### config.mk
export PLATFORM = sky130hd
export DESIGN_NAME = fifo_word_packer
export DESIGN_NICKNAME = d
export VERILOG_FILES = /design/src/rtl/fifo_word_packer.sv
export SDC_FILE = /design/constraint.sdc
export NUM_CORES = 1
export LEC_CHECK = 0
export BUFFER_PORTS_ARGS = -buffer_cell sky130_fd_sc_hd__buf_4
export CORE_ASPECT_RATIO = 0.6
export CORE_MARGIN = 2
export CORE_UTILIZATION = 40
export CTS_CLUSTER_SIZE = 14
export DETAILED_ROUTE_END_ITERATION = 12
export GPL_TIMING_DRIVEN = 0
export SYNTH_ARGS = -nofsm -noshare
export SYNTH_HDL_FRONTEND = slang
export SYNTH_SLANG_ARGS = --single-unit
### constraint.sdc
create_clock -name clk -period 2.2 [get_ports clk]
set_clock_uncertainty 0.05 [all_clocks]
set_input_delay 0.22 -clock clk [delete_from_list [all_inputs] [get_ports clk]]
set_output_delay 0.22 -clock clk [all_outputs]
set_load 0.01 [all_outputs]
### src/rtl/fifo_word_packer.sv
// Drain stage for synchronous_fifo: pops PACK narrow entries and presents them
// as one wide word on a valid/ready stream; flush emits a partial word.
module fifo_word_packer #(
  parameter int unsigned DATA_WIDTH = 8,
  parameter int unsigned PACK       = 4,
  parameter int unsigned CNT_W      = $clog2(PACK + 1)
) (
  input  logic                       clk,
  input  logic                       rst,
  input  logic                       fifo_empty,
  output logic                       fifo_r_en,
  input  logic [DATA_WIDTH-1:0]      fifo_data,
  input  logic                       flush,
  output logic                       out_valid,
  input  logic                       out_ready,
  output logic [DATA_WIDTH*PACK-1:0] out_data,
  output logic [CNT_W-1:0]           out_count
);

  localparam int unsigned       WORD_W = DATA_WIDTH * PACK;
  localparam logic [CNT_W-1:0]  FULL   = CNT_W'(PACK);

  typedef enum logic {FILL, OUT} state_e;

  state_e                              state_q, state_n;
  logic [CNT_W-1:0]                    cnt_q, cnt_n;
  logic                                pend_q, pend_n;
  logic                                flush_req_q, flush_req_n;
  logic [PACK-1:0][DATA_WIDTH-1:0]     lanes_q, lanes_n;
  logic                                out_valid_n;
  logic [WORD_W-1:0]                   out_data_n;
  logic [CNT_W-1:0]                    out_count_n;

  // Next-state, lane capture and pop request
  always_comb begin
    state_n     = state_q;
    cnt_n       = cnt_q;
    pend_n      = 1'b0;
    flush_req_n = flush_req_q | flush;
    lanes_n     = lanes_q;
    out_valid_n = out_valid;
    out_data_n  = out_data;
    out_count_n = out_count;
    fifo_r_en   = 1'b0;

    case (state_q)
      FILL: begin
        // Reserve a lane for every pop still in flight so cnt never overruns PACK
        fifo_r_en = !fifo_empty && !flush_req_q
                    && ((cnt_q + CNT_W'(pend_q)) < FULL);
        pend_n    = fifo_r_en;

        if (pend_q) begin
          for (int unsigned i = 0; i < PACK; i++) begin
            if (CNT_W'(i) == cnt_q) begin
              lanes_n[i] = fifo_data;
            end
          end
          cnt_n = cnt_q + CNT_W'(1);
        end

        if (cnt_n == FULL) begin
          state_n = OUT;
        end else if (flush_req_q && !pend_q) begin
          if (cnt_q != '0) begin
            state_n = OUT;
          end else begin
            flush_req_n = flush;
          end
        end

        if (state_n == OUT) begin
          out_valid_n = 1'b1;
          out_data_n  = lanes_n;
          out_count_n = cnt_n;
        end
      end

      OUT: begin
        // A flush arriving in the accept cycle belongs to the word leaving now
        if (out_ready) begin
          state_n     = FILL;
          lanes_n     = '0;
          cnt_n       = '0;
          flush_req_n = 1'b0;
          out_valid_n = 1'b0;
          out_data_n  = '0;
          out_count_n = '0;
        end
      end
    endcase

    if (rst) begin
      fifo_r_en = 1'b0;
    end
  end

  // State and output registers; reset discards partial lanes and in-flight pop
  always_ff @(posedge clk) begin
    if (rst) begin
      state_q     <= FILL;
      cnt_q       <= '0;
      pend_q      <= 1'b0;
      flush_req_q <= 1'b0;
      lanes_q     <= '0;
      out_valid   <= 1'b0;
      out_data    <= '0;
      out_count   <= '0;
    end else begin
      state_q     <= state_n;
      cnt_q       <= cnt_n;
      pend_q      <= pend_n;
      flush_req_q <= flush_req_n;
      lanes_q     <= lanes_n;
      out_valid   <= out_valid_n;
      out_data    <= out_data_n;
      out_count   <= out_count_n;
    end
  end

endmodule

==> flow_summary.yaml, run 1 <==
synthesis:
  synth-simple-area-share: 0.109
  syn_nets: 314
  synth_seq_cells: 74
  synthTopCellsByArea: "dfxtp_1 (48%), mux2i_1 (11%), a22oi_1 (8.1%), o2bb2ai_1 (6.5%), nor2_1 (5.0%)"
  synthXorXnorAreaFrac: 0.00285
  synthMuxAreaShare: 0.107
  synthArstFlopShare: 0
  syn_avg_cell_area_um2: 10.4
  netlist_area_um2: 3080
  synthFlopType: "dfxtp_1"
  yosysWarningCount: 0
  yosysUniqueCellTypes: 35
  synthTopCellsByCount: "dfxtp_1 (74), nor2_1 (41), a22oi_1 (33), mux2i_1 (33), o2bb2ai_1 (23)"
  synth_top_area_cell: "dfxtp_1"
  yosys.area_share.adder: 0.0244
  synth_cells: 295
  synth_seq_area_share: 0.481
  synth_top_family_by_area: "compound AO/OA/AOI/OAI gates"
  synth.most_common_cell: "dfxtp_1"
  synth-compound-area-share: 0.227
  synth_top_area_frac: 0.481
  synth_edf_count: 0
critical_path:
  path_class: "reg -> reg"
  slowest_stage: "or3b_4"
  critPathMaxStageDelay_ps: 400
  end_kind: "register"
  cp_cell_sequence: "ha_4 > ha_4 > or3b_4 > a21o_1 > a32o_2 > buf_6 > buf_8 > o2bb2ai_4"
  worst_setup_path_start_kind: "register"
  path_delay_family: "compound AO/OA/AOI/OAI gates"
  cp.arrival_ps: 2360
  path_common_cell: "ha_4"
  critPathBufInv: 2
  worst-endpoint-required_ps: 2360
  crit_fanout: 5
hold_path:
  holdCritPathClass: "in -> reg"
drt:
  viasPerCell: 5.31
  drtIter0Drc: 169
  ant_nets: 0
  drc_errors: 0
  vias: 2487
  wire_per_inst_um: 17.5
  totalWireLength_um: 8210
  drt_pass1_iterations: 5
sta:
  holdWs_ps: 15.4
  slew_headroom: 0.621
  drv_slew: 0
  worst_pin_slew_ps: 568
  rsz0062_at_grt: "yes"
  fin_crit_sh: 1.00
  setup_viol: 5
  setup_tns_ps: -9.86
  hold_violations: 0
  fin_crit_ps: 2200
  finalWorstSetupSlack_ps: -4.11
  fmax_mhz: 454
final_layout:
  final_util: 0.568
  final_area_um2: 4180
  diodes: 0
  fin_cells: 468
  drive_gt1_frac: 0.310
  area_delta_synth_final_pct: 35.8
  fin_nets: 378
placement:
  gp_congestion: 0.801
  place_area_um2: 3510
  place_inst: 440
  port_buffers: 41
  post-dp-hpwl_um: 5360
  preCtsSetupSlack_ps: -149
flow_run:
  max_cap_viol_count: 0
global_route:
  antenna_found_initial: 0
  grtUsageTotal: 0.200
  gr-total-overflow: 0
  grt_max_degree: 14
  grt_pass1_vias: 2367
  grt_pass1_wl_um: 12600
cts:
  cts.clk_slew.worst_paths_ps: 60
  cts_made_buffers: 9
  clock_path_buffers: 2
  h-tree-depth: 3
  cts_tree: "yes"
  clock_sinks: 74
  root_buffer: "clkbuf_16"
  clk_latency_ps: 330
power_and_ir_drop:
  power.internal_mw: 2.70
  power_frac_clock: 0.438
  power_density_nw_per_um2: 874
  power_frac_seq: 0.387
  power_mw: 3.65
  switchingPower_mw: 0.954
  swShare: 0.261
  combPwrFrac: 0.175
  ir_worst_vdd_mv: 0.395
  p_leak_nw: 1.75
run_status:
  status: "complete, but fails checks"
  violations: "setup timing"
floorplanning:
  core-area_um2: 7360
  dieWidth_um: 117
  io_pins: 50
  start_util: 0.418
  die_h_um: 71.9
  die-area_um2: 8430
  row_count: 24
## routing by layer
layer	wire length, µm	track usage	up-vias
met5	0	0	-
met4	59	0.0588	0
met3	446	0.0543	6
met2	3610	0.287	67
met1	4090	0.293	1201
li1	-	-	1213
## sequential cells by signal (all words and copies together) (netlist names)
| register | flops |
|---|---|
| out_data | 32 |
| cnt_q | 3 |
| flush_req_q | 1 |
| out_count | 3 |
| pend_q | 1 |
| lanes_q | 32 |
| out_valid | 1 |
| state_q | 1 |
## power by group through the flow
stage / logic (mW) / registers (mW) / clock network, mW
2_1_floorplan: 0.322 / 1.44 / 0
3_3_place_gp: 0.447 / 1.44 / 0
3_5_place_dp: 0.452 / 1.44 / 0
4_1_cts: 0.551 / 1.41 / 1.63
5_1_grt: 0.681 / 1.42 / 1.69
6_report: 0.638 / 1.42 / 1.60
## worst paths after layout
| check | endpoint | slack (ps) | cells past startpoint | from |
|---|---|---|---|---|
| worst max-delay path | out_data[2]$_SDFFE_PP0P_ | -4 | 8 | cnt_q[1]$_SDFFE_PP0P_ |
| worst min-delay path | pend_q$_DFF_P_ | 20 | 2 | fifo_empty |
| worst max register to register | out_data[2]$_SDFFE_PP0P_ | -4 | 8 | cnt_q[1]$_SDFFE_PP0P_ |
| worst min register to register | out_data[28]$_SDFFE_PP0P_ | 410 | 1 | out_data[28]$_SDFFE_PP0P_ |
## what timing repair did
item	4_1_cts	5_1_grt
cloned	2	1
setup buffers	6	3
resized for setup	15	25
pin swaps	4	5
hold buffers	0	0
endpoints found under the setup margin	30	33
## cell type report
| class | count | area, µm² |
|---|---|---|
| Buffer | 26 | 143 |
| Inverter | 4 | 15.0 |
| Clock inverter | 5 | 85.1 |
| Sequential cell | 74 | 1490 |
| Tap cell | 104 | 130 |
| Clock buffer | 11 | 243 |
| Multi-Input combinational cell | 191 | 1620 |
| Timing Repair Buffer | 53 | 455 |
| Fill cell | 683 | 3180 |
## cell usage in the layout (no fill, tap or decap), types with 2 or more instances in the layout
cell | netlist | layout
buf_4 | 1 | 47
ha_1 | 6 | 3
nor2b_1 | 5 | 5
nor4bb_1 | 3 | 3
nand2_1 | 7 | 7
o2bb2ai_4 | 0 | 3
o2bb2ai_1 | 23 | 12
clkbuf_16 | 0 | 10
dfxtp_4 | 0 | 2
o2bb2ai_2 | 10 | 18
nor3_1 | 3 | 3
nor2_1 | 41 | 41
or3b_4 | 0 | 2
mux2i_1 | 33 | 33
inv_1 | 4 | 3
buf_1 | 9 | 9
inv_6 | 0 | 2
a22oi_1 | 33 | 33
a21o_1 | 2 | 2
buf_6 | 3 | 6
a21oi_1 | 7 | 6
o21ai_0 | 2 | 2
bufinv_16 | 0 | 2
buf_2 | 5 | 5
buf_8 | 0 | 2
dfxtp_1 | 74 | 71
ha_4 | 0 | 3
clkbuf_1 | 8 | 8
## worst register-to-register path, cell delays in order, from the launching register on
cell and delay, ps:
dfxtp_4 370, ha_4 170, ha_4 210, or3b_4 400
a21o_1 190, a32o_2 310, buf_6 150, buf_8 140
o2bb2ai_4 110
## logic make-up after synthesis
logic type,Yosys count
AOI/OAI and AO/OA,82
xor gates and xnor gates,1
adders and majority gates,6
buffers and inverters,30
DFF,74
muxes,33
and+or+nand+nor,69
No activity file was read; power rests on OpenSTA's default activity.
==> run 2, diff against run 1 <==
--- a/config.mk
+++ b/config.mk
@@ -7,11 +7,11 @@
 export LEC_CHECK = 0
 export BUFFER_PORTS_ARGS = -buffer_cell sky130_fd_sc_hd__buf_4
 export CORE_ASPECT_RATIO = 0.6
-export CORE_MARGIN = 2
-export CORE_UTILIZATION = 40
+export CORE_UTILIZATION = 50
 export CTS_CLUSTER_SIZE = 14
 export DETAILED_ROUTE_END_ITERATION = 12
 export GPL_TIMING_DRIVEN = 0
+export PLACE_DENSITY = 0.75
 export SYNTH_ARGS = -nofsm -noshare
 export SYNTH_HDL_FRONTEND = slang
 export SYNTH_SLANG_ARGS = --single-unit
==> flow_summary.yaml, run 2 (synthesis gave the netlist of run 1 again) <==
power_and_ir_drop:
  switchingPower_mw: 0.860
  combPwrFrac: 0.195
  swShare: 0.294
  power.internal_mw: 2.07
  power_frac_clock: 0.323
  power_density_nw_per_um2: 759
  p_leak_nw: 1.64
  power_frac_seq: 0.483
  ir_worst_vdd_mv: 0.403
critical_path:
  r2r_cells: 8
  end_kind: "register"
  slowest_stage: "or3b_4"
  critPathMaxStageDelay_ps: 410
  crit_fanout: 5
  path_class: "reg -> reg"
  worstReg2RegEnd: "out_count[1]$_SDFFE_PP0P_"
  worst-endpoint-required_ps: 2380
  critPathBufInv: 3
  worst_setup_path_start_kind: "register"
  reg2reg_slack_ps: 40
  r2r_start: "cnt_q[1]$_SDFFE_PP0P_"
  cp_cell_sequence: "inv_1 > ha_4 > or3b_4 > a21o_1 > a32o_2 > buf_12 > buf_4 > o2bb2ai_1"
  path_delay_family: "compound AO/OA/AOI/OAI gates"
  cp.arrival_ps: 2340
drt:
  vias: 2554
  totalWireLength_um: 7750
  drc_errors: 0
  viasPerCell: 5.78
  drtIter0Drc: 144
  drt_pass1_iterations: 5
  wire_per_inst_um: 17.5
  ant_nets: 0
floorplanning:
  row_count: 21
  dieWidth_um: 103
  start_util: 0.535
  io_pins: 50
  core-area_um2: 5750
  die-area_um2: 6480
  die_h_um: 62.8
sta:
  fin_crit_ps: 2160
  finalWorstSetupSlack_ps: 39.9
  fin_crit_sh: 0.982
  setup_viol: 0
  fmax_mhz: 463
  worst_pin_slew_ps: 558
  drv_slew: 0
  rsz0062_at_grt: "yes"
  hold_violations: 0
  slew_headroom: 0.628
final_layout:
  diodes: 0
  layout_commonest_cell: "dfxtp_1"
  final_cell_mix: "dfxtp_1 (72), buf_4 (48), nor2_1 (41), a22oi_1 (33), mux2i_1 (33)"
  fin_nets: 376
  area_delta_synth_final_pct: 25.4
  drive_gt1_frac: 0.271
  final_area_um2: 3860
  reg_top3: "lanes_q (32), out_data (32)"
cts:
  cts.clk_slew.worst_paths_ps: 80
  cts_made_buffers: 9
  root_buffer: "clkbuf_8"
  clock_sinks: 74
  cts_tree: "yes"
  clk_latency_ps: 350
  h-tree-depth: 3
  clock_path_buffers: 2
placement:
  gp_congestion: 0.915
  place_area_um2: 3480
  preCtsSetupSlack_ps: -136
  post-dp-hpwl_um: 5150
  port_buffers: 41
flow_run:
  max_cap_viol_count: 0
global_route:
  gr-total-overflow: 0
  grtUsageTotal: 0.258
  grt_max_degree: 13
  antenna_found_initial: 0
  grt_pass1_vias: 2402
  grt_pass1_wl_um: 12300
hold_path:
  holdCritStartpoint: "flush"
  holdCritPathClass: "in -> reg"
  min_to: "flush_req_q$_SDFF_PP0_"
  whs_path_depth: 3
run_status:
  status: "finished, final reports clean"
-- run 2: changes by cell type in the layout (fill, tap and decap cells not counted), sizes merged --
cell and change:
bufinv -2, clkinvlp +1, clkbuf -1, inv -2, buf -2, clkinv +3
dlygate4sd3 +1
-- run 2: routing by layer --
metal | GRT usage | part of all wire | vias to the layer above
li1 | - | - | 1218
met1 | 0.364 | 0.49 | 1239
met5 | 0 | 0 | -
met3 | 0.0817 | 0.061 | 8
met4 | 0.0704 | 0.011 | 0
met2 | 0.379 | 0.44 | 89
-- run 2: worst reg2reg max path, cell delays in order (launching register included) --
cell and delay [ps]:
dfxtp_4 370, inv_1 130, ha_4 230, or3b_4 410
a21o_1 180, a32o_2 290, buf_12 140, buf_4 140
o2bb2ai_1 110
-- run 2: through the flow --
stage                util  cells  hold WS, ps  power (mW)  setup TNS [ps]
finish              0.671    442          121        2.93               0
detailed placement  0.606    416          352        1.89           -3080
global placement    0.606    416          349        1.88           -2050
CTS                 0.664    440         91.2        2.91               0
global route        0.671    442          100        3.06            -170
floorplan               -    295          301        1.76               0
-- run 2: area by class of cell --
cell class	instances	area (µm²)
inverter	4	15.0
multi-input combinational	191	1520
tap	80	100
sequential	74	1490
fill	463	1900
buffer	26	143
timing repair buffer	51	423
clock inverter	5	30.0
clock buffer	11	141
-- run 2: power by group through the flow --
stage	logic, mW	clock network, mW	registers, mW
3_5_place_dp	0.445	0	1.44
5_1_grt	0.616	1.03	1.42
2_1_floorplan	0.322	0	1.44
6_report	0.570	0.945	1.41
4_1_cts	0.543	0.955	1.41
3_3_place_gp	0.438	0	1.44
-- run 2: repair_timing --
| action | CTS | global route |
|---|---|---|
| resized for setup | 13 | 7 |
| setup buffers | 6 | 2 |
| setup endpoints to repair | 30 | 37 |
| gates cloned | 1 | 0 |
| pin swaps | 2 | 3 |
| hold buffers | 1 | 0 |
| hold endpoints to repair | 1 | 0 |
-- run 2: worst max-delay path by stage --
| stage | cells past startpoint | from | to |
|---|---|---|---|
| floorplan | 7 | cnt_q[0]$_SDFFE_PP0P_ | out_data[0]$_SDFFE_PP0P_ |
| global placement | 7 | cnt_q[1]$_SDFFE_PP0P_ | out_data[1]$_SDFFE_PP0P_ |
| detailed placement | 7 | cnt_q[0]$_SDFFE_PP0P_ | out_data[5]$_SDFFE_PP0P_ |
| CTS | 8 | cnt_q[1]$_SDFFE_PP0P_ | out_data[7]$_SDFFE_PP0P_ |
| global route | 5 | pend_q$_DFF_P_ | out_data[2]$_SDFFE_PP0P_ |
| finish | 8 | cnt_q[1]$_SDFFE_PP0P_ | out_count[1]$_SDFFE_PP0P_ |
